===== src/rtl/jamma_pkg.sv =====
// Shared definitions for the JAMMA joystick scanner.
//   scan_state_t   : four-phase scan FSM encoding (player 1 settle/sample,
//                    player 2 settle/sample).
//   *_DEF          : default timing constants for the scanner parameters.
//   cnt_bits()     : width of a counter that must hold values 0..max_val.
package jamma_pkg;

    typedef enum logic [1:0] {
        P1_SETTLE = 2'd0,
        P1_SAMPLE = 2'd1,
        P2_SETTLE = 2'd2,
        P2_SAMPLE = 2'd3
    } scan_state_t;

    localparam int SETTLE_DEF     = 4;
    localparam int DB_COUNT_DEF   = 16;
    localparam int COIN_PULSE_DEF = 8;

    function automatic int cnt_bits(input int max_val);
        return (max_val < 1) ? 1 : $clog2(max_val + 1);
    endfunction

endpackage


===== src/rtl/jamma_debounce.sv =====
// Single-bit counting debouncer.
//   clk12 : clock
//   reset : synchronous active-high reset (stable level -> 1, counter -> 0)
//   en    : sample strobe; the input is only looked at when en is high
//   din   : raw sample
//   dout  : debounced stable level (registered)
// A run of DB_COUNT consecutive samples that differ from the stable level
// replaces it; any sample equal to the stable level restarts the run.
module jamma_debounce
    import jamma_pkg::*;
#(
    parameter int DB_COUNT = DB_COUNT_DEF
) (
    input  logic clk12,
    input  logic reset,
    input  logic en,
    input  logic din,
    output logic dout
);

    localparam int CW = cnt_bits(DB_COUNT);

    logic [CW-1:0] r_cnt;
    logic          r_stable;
    logic [CW-1:0] w_cnt_inc;

    assign w_cnt_inc = r_cnt + CW'(1);

    // The counter is cleared on acceptance, so it never reaches DB_COUNT
    // as a stored value and can never wrap.
    always_ff @(posedge clk12) begin
        if (reset) begin
            r_cnt    <= '0;
            r_stable <= 1'b1;
        end else if (en) begin
            if (din == r_stable) begin
                r_cnt <= '0;
            end else if (w_cnt_inc == CW'(DB_COUNT)) begin
                r_stable <= din;
                r_cnt    <= '0;
            end else begin
                r_cnt <= w_cnt_inc;
            end
        end
    end

    assign dout = r_stable;

endmodule


===== src/rtl/jamma_joy_scanner.sv =====
// JAMMA multiplexed joystick / coin scanner.
//   clk12     : sole clock (12 MHz)
//   reset     : synchronous active-high reset
//   jjoy      : multiplexed player inputs, active-low, bit7 = start
//   jcoin     : coin switches, active-low, asynchronous
//   local_joy : local joystick, active-low, asynchronous, merged into player 1
//   jselect   : mux select, 0 = player 1, 1 = player 2
//   joy1/joy2 : debounced player inputs, active-low
//   coin      : conditioned coin pulses, active-low, COIN_PULSE frames wide
//   frame     : one-cycle strobe on the player 2 sample cycle
module jamma_joy_scanner
    import jamma_pkg::*;
#(
    parameter int SETTLE     = SETTLE_DEF,
    parameter int DB_COUNT   = DB_COUNT_DEF,
    parameter int COIN_PULSE = COIN_PULSE_DEF
) (
    input  logic       clk12,
    input  logic       reset,
    input  logic [7:0] jjoy,
    input  logic [1:0] jcoin,
    input  logic [5:0] local_joy,
    output logic       jselect,
    output logic [7:0] joy1,
    output logic [7:0] joy2,
    output logic [1:0] coin,
    output logic       frame
);

    localparam int SW = cnt_bits(SETTLE);
    localparam int PW = cnt_bits(COIN_PULSE);

    scan_state_t   r_state;
    logic [SW-1:0] r_settle;
    logic          r_jselect;
    logic          r_frame;
    logic          r_frame_d;
    logic          w_settle_done;
    logic          w_en_p1;
    logic          w_en_p2;

    logic [5:0]    r_ljoy_s1, r_ljoy_s2;
    logic [1:0]    r_jcoin_s1, r_jcoin_s2;

    logic [7:0]    w_stable1;
    logic [7:0]    w_stable2;
    logic [1:0]    w_coin_db;

    logic [7:0]    r_joy1;
    logic [7:0]    r_joy2;
    logic [1:0]    r_coin;
    logic [1:0]    r_armed;
    logic [PW-1:0] r_pcnt [2];

    assign w_settle_done = (r_settle == SW'(SETTLE - 1));
    assign w_en_p1       = (r_state == P1_SAMPLE);
    assign w_en_p2       = (r_state == P2_SAMPLE);

    // Scan FSM. jselect and frame are registered alongside the state so
    // they always describe the state currently held.
    always_ff @(posedge clk12) begin
        if (reset) begin
            r_state   <= P1_SETTLE;
            r_settle  <= '0;
            r_jselect <= 1'b0;
            r_frame   <= 1'b0;
        end else begin
            case (r_state)
                P1_SETTLE: begin
                    r_frame <= 1'b0;
                    if (w_settle_done) begin
                        r_settle <= '0;
                        r_state  <= P1_SAMPLE;
                    end else begin
                        r_settle <= r_settle + SW'(1);
                    end
                end
                P1_SAMPLE: begin
                    r_state   <= P2_SETTLE;
                    r_jselect <= 1'b1;
                end
                P2_SETTLE: begin
                    if (w_settle_done) begin
                        r_settle <= '0;
                        r_state  <= P2_SAMPLE;
                        r_frame  <= 1'b1;
                    end else begin
                        r_settle <= r_settle + SW'(1);
                    end
                end
                P2_SAMPLE: begin
                    r_state   <= P1_SETTLE;
                    r_jselect <= 1'b0;
                    r_frame   <= 1'b0;
                end
                default: begin
                    r_state   <= P1_SETTLE;
                    r_settle  <= '0;
                    r_jselect <= 1'b0;
                    r_frame   <= 1'b0;
                end
            endcase
        end
    end

    // Two-flop synchronisers; reset to the released (high) level so that
    // leaving reset never looks like a press or a coin.
    always_ff @(posedge clk12) begin
        if (reset) begin
            r_ljoy_s1  <= '1;
            r_ljoy_s2  <= '1;
            r_jcoin_s1 <= '1;
            r_jcoin_s2 <= '1;
        end else begin
            r_ljoy_s1  <= local_joy;
            r_ljoy_s2  <= r_ljoy_s1;
            r_jcoin_s1 <= jcoin;
            r_jcoin_s2 <= r_jcoin_s1;
        end
    end

    genvar gi;
    for (gi = 0; gi < 8; gi++) begin : g_p1
        jamma_debounce #(.DB_COUNT(DB_COUNT)) u_db (
            .clk12 (clk12),
            .reset (reset),
            .en    (w_en_p1),
            .din   (jjoy[gi]),
            .dout  (w_stable1[gi])
        );
    end

    for (gi = 0; gi < 8; gi++) begin : g_p2
        jamma_debounce #(.DB_COUNT(DB_COUNT)) u_db (
            .clk12 (clk12),
            .reset (reset),
            .en    (w_en_p2),
            .din   (jjoy[gi]),
            .dout  (w_stable2[gi])
        );
    end

    for (gi = 0; gi < 2; gi++) begin : g_coin
        jamma_debounce #(.DB_COUNT(DB_COUNT)) u_db (
            .clk12 (clk12),
            .reset (reset),
            .en    (w_en_p2),
            .din   (r_jcoin_s2[gi]),
            .dout  (w_coin_db[gi])
        );
    end

    // Player outputs. Local joystick bits are only synchronised, so they
    // reach joy1 without any debounce delay.
    always_ff @(posedge clk12) begin
        if (reset) begin
            r_joy1 <= 8'hFF;
            r_joy2 <= 8'hFF;
        end else begin
            r_joy1 <= {w_stable1[7:6], w_stable1[5:0] & r_ljoy_s2};
            r_joy2 <= w_stable2;
        end
    end

    // Coin pulse stretcher. A pulse starts the cycle after the debounced
    // level goes low and is counted down on the delayed frame strobe, which
    // has the same phase as the start cycle, so the pulse spans exactly
    // COIN_PULSE full frames. A coin is re-armed only while its debounced
    // level is high, so a coin held low gives a single pulse.
    always_ff @(posedge clk12) begin
        if (reset) begin
            r_frame_d <= 1'b0;
            r_coin    <= 2'b11;
            r_armed   <= 2'b11;
            for (int i = 0; i < 2; i++) begin
                r_pcnt[i] <= '0;
            end
        end else begin
            r_frame_d <= r_frame;
            for (int i = 0; i < 2; i++) begin
                if (r_pcnt[i] != '0) begin
                    if (r_frame_d) begin
                        if (r_pcnt[i] == PW'(1)) begin
                            r_coin[i] <= 1'b1;
                        end
                        r_pcnt[i] <= r_pcnt[i] - PW'(1);
                    end
                end else if (r_armed[i] && !w_coin_db[i]) begin
                    r_coin[i]  <= 1'b0;
                    r_pcnt[i]  <= PW'(COIN_PULSE);
                    r_armed[i] <= 1'b0;
                end
                if (w_coin_db[i]) begin
                    r_armed[i] <= 1'b1;
                end
            end
        end
    end

    assign jselect = r_jselect;
    assign frame   = r_frame;
    assign joy1    = r_joy1;
    assign joy2    = r_joy2;
    assign coin    = r_coin;

endmodule


===== config.mk =====
export PLATFORM = sky130hd
export DESIGN_NAME = jamma_joy_scanner
export DESIGN_NICKNAME = d
export VERILOG_FILES = /design/src/rtl/jamma_pkg.sv /design/src/rtl/jamma_debounce.sv /design/src/rtl/jamma_joy_scanner.sv
export SDC_FILE = /design/constraint.sdc
export NUM_CORES = 1
export LEC_CHECK = 0
export ABC_AREA = 1
export BUFFER_PORTS_ARGS = -buffer_cell sky130_fd_sc_hd__buf_2
export CORE_UTILIZATION = 35
export CTS_CLUSTER_DIAMETER = 120
export DETAILED_ROUTE_END_ITERATION = 12
export HOLD_SLACK_MARGIN = 0.05
export PLACE_DENSITY = 0.56
export SETUP_SLACK_MARGIN = 0.5
export SYNTH_ARGS = -nofsm -noshare
export SYNTH_HDL_FRONTEND = slang
export SYNTH_SLANG_ARGS = --single-unit

===== constraint.sdc =====
create_clock -name clk12 -period 4.7 [get_ports clk12]
set_clock_uncertainty 0.1 [all_clocks]
set_input_delay 0.47 -clock clk12 [delete_from_list [all_inputs] [get_ports clk12]]
set_output_delay 0.47 -clock clk12 [all_outputs]
set_load 0.05 [all_outputs]

Word level (Yosys, flattened, before mapping)

Memory sizes are Yosys's and may differ from the RTL's.
Index checks and enable logic that the tools add are counted.
Widths: inputs -> output; s select.

Output and inout port bits: 20
Memories kept: 1
Memory bits (writable): 8
Input bits: 18
Logic and storage cells: 257
Register bits after elaboration: 152

Memory list:

| memory | depth | bits a word | rd ports | clocked after Yosys merged registers in | wr ports | RTL line                | source |
|---|---|---|---|---|---|---|---|
| r_pcnt | 2     | 4           | 2        | 0                                       | 2        | jamma_joy_scanner.sv:53 | `logic [PW-1:0] r_pcnt [2];` |

Multiplexer cells: 72
Reductions and logical operators: 39
Eq/ne operators: 48
$add $sub $neg: 21
Bitwise operators: 25

Operators by type and width:

| operator            | number |
|---|---|
| $mux 5              | 36 |
| $add 5x1->5 const B | 18 |
| $eq 5x5->1 const B  | 18 |
| $reduce_and 3->1    | 20 |
| $mux 1              | 26 |
| $not 1->1           | 20 |
| $eq 1x1->1          | 18 |
| $mux 4              | 4 |
| $eq 4x1->1 const B  | 2 |
| $ne 2x2->1 const B  | 4 |
| $pmux 2 s4          | 1 |
| $reduce_and 2->1    | 4 |
| $reduce_bool 2->1   | 4 |
| $reduce_bool 4->1   | 2 |
| $reduce_or 2->1     | 4 |
| $sub 4x1->4 const B | 2 |
| $and 6x6->6         | 1 |
| $eq 2x2->1 const B  | 2 |
| $mux 2              | 2 |
| $ne 2x1->1 const B  | 2 |
| $or 1x1->1          | 4 |
| $pmux 1 s2          | 2 |
| $add 3x1->3 const B | 1 |
| $eq 3x2->1 const B  | 1 |
| other kinds (5)     | 7 |

Depth between registers and ports, before layout

Gate-level depths: netlist (run 1).

Depth in word-level cells: 7
Mapped depth: 10
Mapped depth without buffers: 9

By module

Synthesis (run 1) repeated with hierarchy kept, for this count alone.

Cell total of the unflattened synthesis: 1251
Area, all modules: 8638.3 um^2

Modules (own cells, without submodules):

| module            | seq. area each (um^2) | times used | area an instance (um^2) | cells an instance |
|---|---|---|---|---|
| jamma_debounce    | 120.1                 | 18         | 371.6                   | 58 |
| jamma_joy_scanner | 1081.0                | 1          | 1949.4                  | 207 |

Worst setup path before layout (run 1)

No wires, ideal clock.

Path type: reg-to-reg
From: mem r_pcnt[0][0] (netlist bit)
To: mem r_pcnt[0][0] (netlist bit), data pin
Stages on the path, launching flop included: 8
Clock period less this slack: 1493 ps
Buffers on the path: 0
Setup time: 263 ps
Data arrival time: 1130 ps
Path slack: 3207 ps
Data required time: 4337 ps
Cell sequence: edfxtp_1 -> inv_1 -> ha_1 -> nand2_1 -> nand2_1 -> nor2_1 -> o21ai_0 -> nor2_1

RTL lines:

| item               | RTL line |
|---|---|
| start: declaration | jamma_joy_scanner.sv:53 |

Final worst setup path (run 1)

From: reg r_state[0]
To: reg g_p2[7].u_db.r_cnt[4]

Word-level cells in the longest chain between the ends: 1

RTL lines:

| item                     | RTL line                | source |
|---|---|---|
| start: declaration       | jamma_joy_scanner.sv:33 | `scan_state_t r_state;` |
| start signal: assignment | jamma_joy_scanner.sv:63 | `r_state <= P1_SETTLE;` |
| start signal: assignment | jamma_joy_scanner.sv:73 | `r_state <= P1_SAMPLE;` |
| start signal: assignment | jamma_joy_scanner.sv:79 | `r_state <= P2_SETTLE;` |
| $eq 2x2->1               | jamma_joy_scanner.sv:57 | `assign w_en_p2 = (r_state == P2_SAMPLE);` |
| end signal: assignment   | jamma_debounce.sv:42    | `r_cnt <= w_cnt_inc;` |
| end: declaration         | jamma_debounce.sv:23    | `logic [CW-1:0] r_cnt;` |

Every way passes these cells.
A chain may end at the register's enable or synchronous reset.

==> summary.md, run 1 <==
| Metric | Value |
|---|---|
| Status | `finished, final reports clean` |
| TritonCTS clock tree | `done` |
| Highest-delay cell along the critical path | `inv_1` |
| RSZ-0062 raised after global routing | `false` |
| Worst Path Buf+Inv | `2` |
| Fmax | `just over 400 MHz` |
| CTS clk-pin slew, worst paths | `60 ps` |
| Final setup TNS | `0 ps` |
| Post-CTS Setup Bufs | `0` |
| Total power draw | `slightly below 3 mW` |
| Share of cells above drive strength 1 | `roughly 11%` |
| Core box area | `roughly 0.022 sq mm` |
| H-tree Lvls | `4` |
| #FFs+latches synth | `160` |
| Relative slew slack | `37.01%` |
| DR vias/cell | `4.884` |
| Yosys cell types | `29` |
| I/O Buffers | `37` |
| Leakage power | `3.517 nW` |
| Most frequent cells in the layout | `nand2_1, dfxtp_1, nand3_1` |
| DPL Wire Length | `~11 mm` |
| Largest stage delay, worst path | `just over 600 ps` |
| CTS Hold Bufs | `0` |
| Reg area | `0.003243 sq mm` |
| Post-route clock period utilization | `between 50% and 60%` |
| Worst hold path type | `input port to flop` |
| Syn_nets | `1,123` |
| Cts repair resizes | `0` |
| Worst reg2reg path endpoint | `g_p2[7].u_db.r_cnt[4]` |
| DRT iter0 DRCs | `around 360` |
| Worst path arrival time | `2700 ps` |
| Most common cell after layout, fill and taps aside | `nand2_1` |
| Fin. max-slew vios | `0` |
| Placed insts | `~1,400` |
| Max VDD drop | `0.0002237 V` |
| Number of clock sinks | `160` |
| Worst Path Required | `4930 ps` |
| Critical path type | `flop to flop` |
| Site Rows | `54` |
| FF-to-FF path depth | `5` |
| Maxcap violations | `0` |
| Worst flop-to-flop path startpoint | `r_state[0]` |
| Power Density | `~340 mW/mm^2` |
| DRT Wirelength | `between 15 and 20 mm` |
| Crit path max-delay family | `buffers and inverters` |
| Io pins | `38` |
| Number of global-route vias before repair | `roughly 6,100` |
| Full die area | `0.02276 sq mm` |
| Endpoints failing setup | `0` |
| GRT overflow | `0` |
| Nets | `between 1,000 and 1,500` |
| Syn-to-layout area delta | `12.94%` |
| Global Route Usage Sum | `15.39%` |
| Reg2reg setup slack | `between 2000 and 2500 ps` |
| Clock Path Buffers | `2` |
| Largest net degree at the start of global routing | `66` |
| Synth Cell Area | `between 0.007 and 0.008 sq mm` |
| CP Capture Type | `flop` |
| Avg Cell Area, Syn | `about 7.2 sq um` |
| CP Launch Type | `flop` |
| Die width | `around 150 um` |
| Total iterations of the first detailed-routing run | `4` |
| Critical path depth | `5` |
| Ant diodes | `0` |
| RePlAce Congestion | `roughly 0.80` |
| Least-Margin Pin Slew | `943.8 ps` |
| WL per Instance | `between 10 and 15 um` |
| Initial core utilization | `35.65%` |
| Tmin final | `about 2500 ps` |
| TritonCTS buffer count | `17` |
| CP startpoint | `r_state[0]` |
| Hold_ws | `129.0 ps` |
| Clock Latency Late Sink | `420 ps` |
| # fillers | `2,242` |
| Sequential share of the synthesized area | `41.82%` |
| YS warnings | `0` |
| Clk root buf | `clkbuf_16` |
| Crit path to | `g_p2[7].u_db.r_cnt[4]` |
| Die height | `between 150 and 200 um` |
| Layout Cells excl Fill | `about 1,400` |
| Crit-path max FO | `between 40 and 50` |
| Via count | `6,847` |
| Crit-path cells | `ha_1 -> buf_4 -> nor2_2 -> inv_1 -> o21ai_0` |
| First-pass GRT wire length | `about 28 mm` |
| Initial antenna violation count | `0` |
| Residual DRC | `0` |
| Final ANT Viol Nets | `0` |
| Post-Synthesis Cells | `between 1,000 and 1,500` |
| Footprint of the multi-input gates | `between 0.003 and 0.004 sq mm` |
| Final Hold Vio Count | `0` |
[cell usage after synthesis]
cell,instances,share of area (%)
buf_2,14,0.90
xnor2_1,11,1.2
nor2_2,4,0.32
o21ai_0,51,3.3
buf_6,2,0.29
nand4_1,56,4.5
xor2_1,1,0.11
o22ai_1,9,0.73
ha_1,28,4.5
a21oi_2,8,0.90
clkbuf_1,10,0.48
edfxtp_1,4,1.5
a22o_1,9,1.0
dfxtp_1,156,40
nand2_2,7,0.56
o21ai_1,1,0.064
or2_2,27,2.2
a21boi_0,1,0.097
nor3_4,1,0.21
nand3_1,137,8.8
inv_1,99,4.8
nor2_4,5,0.73
nand2_1,299,14
nor3_1,1,0.064
a211oi_1,5,0.48
a21oi_1,56,3.6
nor2_1,66,3.2
inv_2,8,0.39
o31ai_2,1,0.16
[cell type report]
class / instances / area share, %
multi-input cells: 784 / 45.44
flip-flops and latches: 160 / 37.03
clock buffers: 22 / 5.300
inverters: 107 / 4.586
well taps: 280 / 4.000
repair buffers: 40 / 2.371
clock inverters: 9 / 1.271
[kinds of logic after synthesis]
logic type / Yosys count / share of synthesized area (%)
compound gates: 141 / 10.36
fa+ha+maj: 28 / 4.518
flops: 160 / 41.82
simple gates: 603 / 35.09
xor+xnor: 12 / 1.355
buf+inv: 133 / 6.857
[layer usage]
| metal | vias to the layer above | share of wire, % | GRT usage [%] |
|---|---|---|---|
| met2 | 82 | 45 | 25.62 |
| met1 | 3086 | 51 | 19.77 |
| met3 | 16 | 3.0 | 3.373 |
| li1 | 3663 | - | - |
| met4 | 0 | 1.2 | 4.700 |
| met5 | - | 0 | 0 |
[sequential cells by signal (all words and copies together), names as in the netlist]
name	count
jselect	1
g_p1.u_db.r_cnt	40
g_p2.u_db.r_cnt	40
r_armed	2
r_state	2
r_frame_d	1
coin	2
r_jcoin_s2	2
r_ljoy_s1	6
g_p2.u_db.dout	8
joy2	8
r_jcoin_s1	2
r_ljoy_s2	6
joy1	8
r_pcnt	8
g_coin.u_db.dout	2
r_settle	3
g_p1.u_db.dout	8
frame	1
g_coin.u_db.r_cnt	10
[where the power goes]
part	total (mW)	internal [mW]	switching, mW	leakage, nW
sequential	1.41	1.39	0.0213	1.30
combinational	0.205	0.0592	0.145	1.95
clock	1.36	0.807	0.550	0.264
total	2.97	2.26	0.717	3.52
[metrics by stage]
stage / instance area (sq um) / setup slack, ps / util, %
after floorplan: 7755 / 3207 / -
after global placement: 8183 / 2213 / 37.61
after detailed placement: 8183 / 2121 / 37.61
after CTS: 8758 / 2111 / 40.26
after global routing: 8758 / 1921 / 40.26
final: 8758 / 2224 / 40.26
[how the worst min path moves through the flow]
stage                               end  slack (ps)  depth (start not counted)          start
final                      r_ljoy_s1[4]         130                          2   local_joy[4]
after global routing       r_ljoy_s1[3]         110                          2   local_joy[3]
after CTS                  r_ljoy_s1[3]         110                          2   local_joy[3]
after detailed placement   r_ljoy_s2[1]         300                          1   r_ljoy_s1[1]
after global placement     r_ljoy_s2[1]         290                          1   r_ljoy_s1[1]
after floorplan           r_jcoin_s2[0]         290                          1  r_jcoin_s1[0]
Power figures use the tool's default switching activity.
==> run 2, diff against run 1 <==
clock period = 2.3 ns   (was 4.7 ns; I/O delays follow)
==> run 2 against run 1 <==
Net effect:
- design area increased by 3.2%
- hold slack got worse by 62 ps
- clock power increased by 130%
- total power rose by 120%
- flip-flop and latch count unchanged
- largest cell class unchanged
- largest power group is now clock
==> summary.md, run 2 (synthesized netlist as in run 1, its figures left out) <==
| Metric | Value |
|---|---|
| DRT iter0 DRCs | `347 (was 355)` |
| Layout Cells excl Fill | `1,420 (was 1,402)` |
| Crit path max-delay family | `simple AND/OR/NAND/NOR gates (was buffers and inverters)` |
| Core box area | `0.02176 sq mm (unchanged)` |
| Leakage power | `3.640 nW (was 3.517 nW)` |
| Crit-path cells | `inv_1 -> ha_2 -> nand2_1 -> nor2_2 -> inv_1 -> a21oi_2 -> nand2_1 -> nand2_1 -> nand3_1 (was ha_1 -> buf_4 -> nor2_2 -> inv_1 -> o21ai_0)` |
| DPL Wire Length | `11.85 mm (was 11.18 mm)` |
| First-pass GRT wire length | `28.65 mm (was 27.92 mm)` |
| Final ANT Viol Nets | `0 (unchanged)` |
| Initial core utilization | `35.65% (unchanged)` |
| Post-CTS Setup Bufs | `0 (unchanged)` |
| Die width | `150.9 um (unchanged)` |
| Total power draw | `6.498 mW (was 2.974 mW)` |
| Number of clock sinks | `160 (unchanged)` |
| Max VDD drop | `0.0004009 V (was 0.0002237 V)` |
| Sw power | `1.539 mW (was 0.7170 mW)` |
| Maxcap violations | `0 (unchanged)` |
| Final core occ | `41.53% (was 40.26%)` |
| Worst path arrival time | `1920 ps (was 2700 ps)` |
| Sw Share | `23.69% (was 24.10%)` |
| Highest-delay cell along the critical path | `ha_2 (was inv_1)` |
| Full die area | `0.02276 sq mm (unchanged)` |
| Most common cell after layout, fill and taps aside | `nand2_1 (unchanged)` |
| CP Capture Type | `flop (unchanged)` |
| Largest stage delay, worst path | `380 ps (was 610 ps)` |
| Power Density | `719.1 mW/mm^2 (was 339.6 mW/mm^2)` |
| CP Launch Type | `flop (unchanged)` |
| RSZ-0062 raised after global routing | `true (was false)` |
| Most frequent cells in the layout | `nand2_1, dfxtp_1, nand3_1 (unchanged)` |
| PnR worst setup slack | `581.0 ps (was 2224 ps)` |
| Post-route clock period utilization | `74.74% (was 52.68%)` |
| Clock Path Buffers | `2 (unchanged)` |
| RePlAce Congestion | `0.7929 (was 0.7987)` |
| Via count | `6,922 (was 6,847)` |
| DR vias/cell | `4.875 (was 4.884)` |
| Setup WS pre-CTS | `411.1 ps (was 2121 ps)` |
| Total iterations of the first detailed-routing run | `4 (unchanged)` |
| Ant diodes | `0 (unchanged)` |
| Worst Path Buf+Inv | `2 (unchanged)` |
| TritonCTS clock tree | `done (unchanged)` |
| Final Hold Vio Count | `0 (unchanged)` |
| CTS clk-pin slew, worst paths | `60 ps (about the same)` |
| GRT overflow | `0 (unchanged)` |
| TritonCTS buffer count | `17 (unchanged)` |
| Critical path type | `flop to flop (unchanged)` |
| Clock Latency Late Sink | `430 ps (was 420 ps)` |
| Site Rows | `54 (unchanged)` |
| Number of global-route vias before repair | `6,090 (was 6,086)` |
| Placed insts | `1,378 (was 1,371)` |
| Fin. max-slew vios | `0 (unchanged)` |
| Least-Margin Pin Slew | `395.4 ps (was 943.8 ps)` |
| Syn-to-layout area delta | `16.52% (was 12.94%)` |
| Final setup TNS | `0 ps (unchanged)` |
| Die height | `150.9 um (unchanged)` |
| Critical path's most frequent cell | `nand2_1` |
| Io pins | `38 (unchanged)` |
| Initial antenna violation count | `0 (unchanged)` |
| Worst hold path type | `input port to flop (unchanged)` |
| Sequential share of power | `44.4% (was 47.5%)` |
| WL per Instance | `12.17 um (was 11.80 um)` |
| Tmin final | `1719 ps (was 2476 ps)` |
| H-tree Lvls | `4 (unchanged)` |
| Clk root buf | `clkbuf_16 (unchanged)` |
| Relative slew slack | `73.64% (was 37.01%)` |
| Largest net degree at the start of global routing | `31 (was 66)` |
| DRT Wirelength | `17.28 mm (was 16.55 mm)` |
| Status | `finished, final reports clean (unchanged)` |
| Residual DRC | `0 (unchanged)` |
| Global Route Usage Sum | `15.85% (was 15.39%)` |
| I/O Buffers | `37 (unchanged)` |
| Share of cells above drive strength 1 | `12.89% (was 11.50%)` |
| Clk pwr share | `48.4% (was 45.6%)` |
| Worst Path Required | `2500 ps (was 4930 ps)` |
| Crit-path max FO | `10 (was 41)` |
| Fmax | `581.7 MHz (was 403.8 MHz)` |
| Combinational share of power | `7.2% (was 6.9%)` |
| Biggest regs | `g_p1.u_db.r_cnt x40, g_p2.u_db.r_cnt x40, g_coin.u_db.r_cnt x10 (unchanged)` |
| Nets | `1,173 (was 1,156)` |
| Endpoints failing setup | `0 (unchanged)` |
| Int Pwr | `4.959 mW (was 2.257 mW)` |
run 2: cell types whose count changed in the layout (fill, tap and decap cells not counted), sizes merged:
cell         before  now
buf              40   47
clkinvlp          5    4
inv             107  108
clkbuf           22   19
bufinv            2    5
dlygate4sd3       0   10
clkinv            2    3
run 2: final timing paths:
path / slack, ps / cells past startpoint / startpoint / end
setup / recovery: 580 / 9 / r_state[1] / g_p1[5].u_db.dout
hold / removal: 70 / 3 / jjoy[7] / g_p2[7].u_db.dout
setup reg to reg: 580 / 9 / r_state[1] / g_p1[5].u_db.dout
hold reg to reg: 310 / 1 / r_ljoy_s1[3] / r_ljoy_s2[3]
run 2: area by class of cell:
cell class / instances / area [sq um]
sequential: 160 / 3243
timing repair buffer: 57 / 385.4
inverter: 107 / 401.6
clock buffer: 19 / 442.9
multi-input combinational: 784 / 4001
tap: 280 / 350.3
clock inverter: 13 / 211.5
fill: 2237 / 12720
run 2: layer usage:
layer | GRT usage [%] | up-vias | part of all wire, %
li1 | - | 3690 | -
met1 | 20.66 | 3107 | 50
met2 | 26.03 | 111 | 45
met3 | 3.584 | 14 | 3.4
met4 | 4.650 | 0 | 0.85
met5 | 0 | - | 0
run 2: power groups by stage:
stage               combinational, mW  sequential (mW)  clock (mW)
detailed placement              0.457             2.95           0
global route                    0.530             2.89        3.33
global placement                0.454             2.95           0
floorplan                       0.301             2.96           0
finish                          0.466             2.89        3.15
CTS                             0.473             2.89        3.23
run 2: worst min-delay path, delay by kind of cell:
family	cells	cell delay (ps)
buffers and inverters	1	140
AND/OR/NAND/NOR	2	160
run 2: what timing repair did:
action                                 CTS  global route
endpoints found under the hold margin   11             0
hold buffers                            10             0
resized for setup                        2             7
setup endpoints to repair               61            14
run 2: per-stage QoR:
stage / instance area (sq um) / hold slack [ps]
floorplan: 7755 / 233.8
global placement: 8260 / 291.8
detailed placement: 8260 / 292.8
CTS: 9020 / 52.94
global route: 9036 / 64.03
finish: 9036 / 66.48
==> run 3, diff against run 2 <==
ABC_AREA = 0   (was 1)
clock period = 1.6 ns   (was 2.3 ns; I/O delays follow)
==> run 3 against run 2 <==
Net effect:
- flip-flop and latch count is the same
- cell count fell by 12%
- area after synthesis fell by 4.6%
- via count decreased by 5.6%
- non-clock buffer count is 76 higher
- core utilization grew 12 points
- synthesized cell count fell by 22%
- clock power increased by 32%
- worst setup slack got worse by 550 ps
- critical endpoint is now r_pcnt[0][3]
- largest cell class unchanged
- largest power group is now registers
==> summary.md, run 3 <==
| Metric | Value |
|---|---|
| Least-Margin Pin Slew | `520.2 ps (was 395.4 ps)` |
| Fin. max-slew vios | `0 (unchanged)` |
| Post-Synthesis Cells | `843 (was 1,077)` |
| Synth Cell Area | `0.007398 sq mm (was 0.007755 sq mm)` |
| Global Route Usage Sum | `16.48% (was 15.85%)` |
| Most common cell after layout, fill and taps aside | `dfxtp_1 (was nand2_1)` |
| Clk root buf | `clkbuf_16 (unchanged)` |
| Initial antenna violation count | `1 (was 0)` |
| CP Launch Type | `flop (unchanged)` |
| EDFF count, synth | `4 (unchanged)` |
| Worst reg2reg path endpoint | `r_pcnt[0][3] (was g_p1[5].u_db.dout)` |
| Endpoints failing setup | `0 (unchanged)` |
| Via count | `6,533 (was 6,922)` |
| Site Rows | `52 (was 54)` |
| Residual DRC | `0 (unchanged)` |
| Post-route clock period utilization | `98.10% (was 74.74%)` |
| Yosys cell types | `56 (was 29)` |
| Hold path start | `jjoy[2] (was jjoy[7])` |
| DR vias/cell | `5.218 (was 4.875)` |
| TritonCTS clock tree | `done (unchanged)` |
| Most frequent cells in the layout | `dfxtp_1, nor2_1, a21oi_1 (was nand2_1, dfxtp_1, nand3_1)` |
| Initial core utilization | `36.10% (was 35.65%)` |
| Async S/R FF share, synth | `0% (unchanged)` |
| Clock Latency Late Sink | `420 ps (was 430 ps)` |
| WL per Instance | `14.69 um (was 12.17 um)` |
| CP Capture Type | `flop (unchanged)` |
| Yosys top cell area share | `42.21% (was 40.27%)` |
| Synth area leader | `dfxtp_1 (unchanged)` |
| Reg2reg setup slack | `30 ps (was 580 ps)` |
| Worst Path Required | `1670 ps (was 2500 ps)` |
| FF-to-FF path depth | `5 (was 9)` |
| Leakage power | `4.132 nW (was 3.640 nW)` |
| Share of cells above drive strength 1 | `43.38% (was 12.89%)` |
| Biggest regs | `g_p1.u_db.r_cnt x40, g_p2.u_db.r_cnt x40, g_coin.u_db.r_cnt x10 (unchanged)` |
| Status | `finished, final reports clean (unchanged)` |
| TritonCTS buffer count | `17 (unchanged)` |
| Tmin final | `1570 ps (was 1719 ps)` |
| Worst hold path type | `input port to flop (unchanged)` |
| Worst path arrival time | `1640 ps (was 1920 ps)` |
| Top-count cell post-synth | `dfxtp_1 (was nand2_1)` |
| CTS Hold Bufs | `15 (was 10)` |
| Critical path type | `flop to flop (unchanged)` |
| YS warnings | `0 (unchanged)` |
| Synth cell count leaders | `dfxtp_1, a21oi_1, nor2_1, nand2_1, o21ai_0 (was nand2_1, dfxtp_1, nand3_1, inv_1, nor2_1)` |
| GRT overflow | `0 (unchanged)` |
| Clock Path Buffers | `2 (unchanged)` |
| WHS Endpoint | `g_p1[2].u_db.dout (was g_p2[7].u_db.dout)` |
| Syn-to-layout area delta | `49.43% (was 16.52%)` |
| Die width | `147.4 um (was 150.9 um)` |
| Nets | `1,018 (was 1,173)` |
| Maxcap violations | `0 (unchanged)` |
| RSZ-0062 raised after global routing | `true (unchanged)` |
| Ant diodes | `0 (unchanged)` |
| Number of global-route vias before repair | `5,968 (was 6,090)` |
| First-pass GRT wire length | `28.96 mm (was 28.65 mm)` |
| Sequential share of the synthesized area | `43.84% (was 41.82%)` |
| Final ANT Viol Nets | `0 (unchanged)` |
| #FFs+latches synth | `160 (unchanged)` |
| Final setup TNS | `0 ps (unchanged)` |
| WHS Path Cells | `3 (unchanged)` |
| DPL Wire Length | `11.12 mm (was 11.85 mm)` |
| Syn_nets | `889 (was 1,123)` |
| Largest net degree at the start of global routing | `31 (unchanged)` |
| Max VDD drop | `0.0005765 V (was 0.0004009 V)` |
| Relative slew slack | `65.07% (was 73.64%)` |
| Largest cells by area after synthesis | `dfxtp_1, a21oi_1, ha_1 (was dfxtp_1, nand2_1, nand3_1)` |
| Ys flop type | `dfxtp_1 (unchanged)` |
| RePlAce Congestion | `0.7981 (was 0.7929)` |
| I/O Buffers | `37 (unchanged)` |
| CTS clk-pin slew, worst paths | `60 ps (about the same)` |
| Io pins | `38 (unchanged)` |
| Avg Cell Area, Syn | `8.776 sq um (was 7.200 sq um)` |
| Final Hold Vio Count | `0 (unchanged)` |
| Power Density | `870.6 mW/mm^2 (was 719.1 mW/mm^2)` |
| Core box area | `0.02049 sq mm (was 0.02176 sq mm)` |
| DRT Wirelength | `18.39 mm (was 17.28 mm)` |
| Worst flop-to-flop path startpoint | `r_pcnt[1][0] (was r_state[1])` |
| Die height | `147.4 um (was 150.9 um)` |
| H-tree Lvls | `4 (unchanged)` |
| DRT iter0 DRCs | `356 (was 347)` |
| Fmax | `637.1 MHz (was 581.7 MHz)` |
| Final core occ | `53.94% (was 41.53%)` |
| Total iterations of the first detailed-routing run | `6 (was 4)` |
| Full die area | `0.02172 sq mm (was 0.02276 sq mm)` |
| Crit-path max FO | `4 (was 10)` |
| Number of clock sinks | `160 (unchanged)` |
[run 3: cell types whose count changed after synthesis, sizes merged, moves of 14 or more]
| cell | change |
|---|---|
| a21o | +19 |
| a21oi | +33 |
| and4b | +15 |
| inv | -90 |
| mux2i | +29 |
| nand2 | -236 |
| nand2b | +16 |
| nand3 | -98 |
| nand3b | +17 |
| nand4 | -54 |
| nor2b | +14 |
| nor3 | +20 |
[run 3: per-stage QoR]
| stage | cells | instance area (sq um) | power, mW | hold slack [ps] | setup slack (ps) |
|---|---|---|---|---|---|
| finish | 1252 | 11060 | 9.625 | 24.43 | 30.40 |
| global placement | 1156 | 8791 | 5.054 | 241.4 | 64.83 |
| CTS | 1226 | 10270 | 9.521 | 28.32 | 86.08 |
| floorplan | 843 | 8182 | 4.834 | 163.8 | 101.9 |
| detailed placement | 1156 | 8791 | 5.055 | 244.4 | 47.50 |
| global route | 1252 | 11060 | 10.05 | 29.68 | -34.19 |
[run 3: area by class of cell]
| type | count | area, sq um |
|---|---|---|
| Clock buffer | 23 | 541.8 |
| Timing Repair Buffer | 133 | 1524 |
| Inverter | 18 | 108.9 |
| Clock inverter | 6 | 65.06 |
| Multi-Input combinational cell | 640 | 5082 |
| Fill cell | 1813 | 9439 |
| Timing Repair inverter | 2 | 32.53 |
| Sequential cell | 160 | 3363 |
| Tap cell | 270 | 337.8 |
[run 3: timing repair]
action	in CTS	in global routing
pin swaps	34	61
hold endpoints to repair	26	1
resized for setup	152	134
buffers inserted	23	21
endpoints found under the setup margin	150	151
cloned	3	5
[run 3: worst max path at each step]
stage	startpoint	endpoint	slack, ps	depth (start not counted)
finish	r_pcnt[1][0]	r_pcnt[0][3]	30	5
global route	r_pcnt[0][1]	r_pcnt[0][0]	-30	5
CTS	r_pcnt[1][0]	r_pcnt[0][3]	90	5
detailed placement	r_pcnt[1][1]	r_pcnt[0][3]	50	5
global placement	r_state[0]	g_p2[6].u_db.r_cnt[3]	60	5
floorplan	r_pcnt[0][0]	r_pcnt[0][0]	100	5
[run 3: kinds of logic after synthesis]
| kind of cell | after synthesis | synth area share [%] |
|---|---|---|
| and+or+nand+nor | 322 | 22.48 |
| buffers and inverters | 44 | 2.655 |
| adders and majority gates | 28 | 4.735 |
| muxes | 29 | 3.924 |
| AOI/OAI and AO/OA | 239 | 19.89 |
| DFF | 160 | 43.84 |
| xor gates and xnor gates | 21 | 2.486 |
[run 3: layer usage]
layer / track usage [%] / up-vias / share of wire, %
li1: - / 3298 / -
met1: 21.30 / 3117 / 47
met2: 27.10 / 89 / 48
met3: 3.549 / 27 / 2.5
met4: 5.773 / 2 / 2.0
met5: 0 / - / 0.054
[run 3: worst max-delay path, stage by stage, from the launching register on]
cell	delay, ps
dfxtp_4	360
inv_4	60
ha_4	140
or3b_4	390
o211ai_1	170
a21oi_1	100
[run 3: report_power, final]
group | switching, mW | leakage, nW | internal [mW]
logic | 0.645 | 2.51 | 0.642
clock network | 1.63 | 0.304 | 2.53
registers | 0.0967 | 1.32 | 4.08
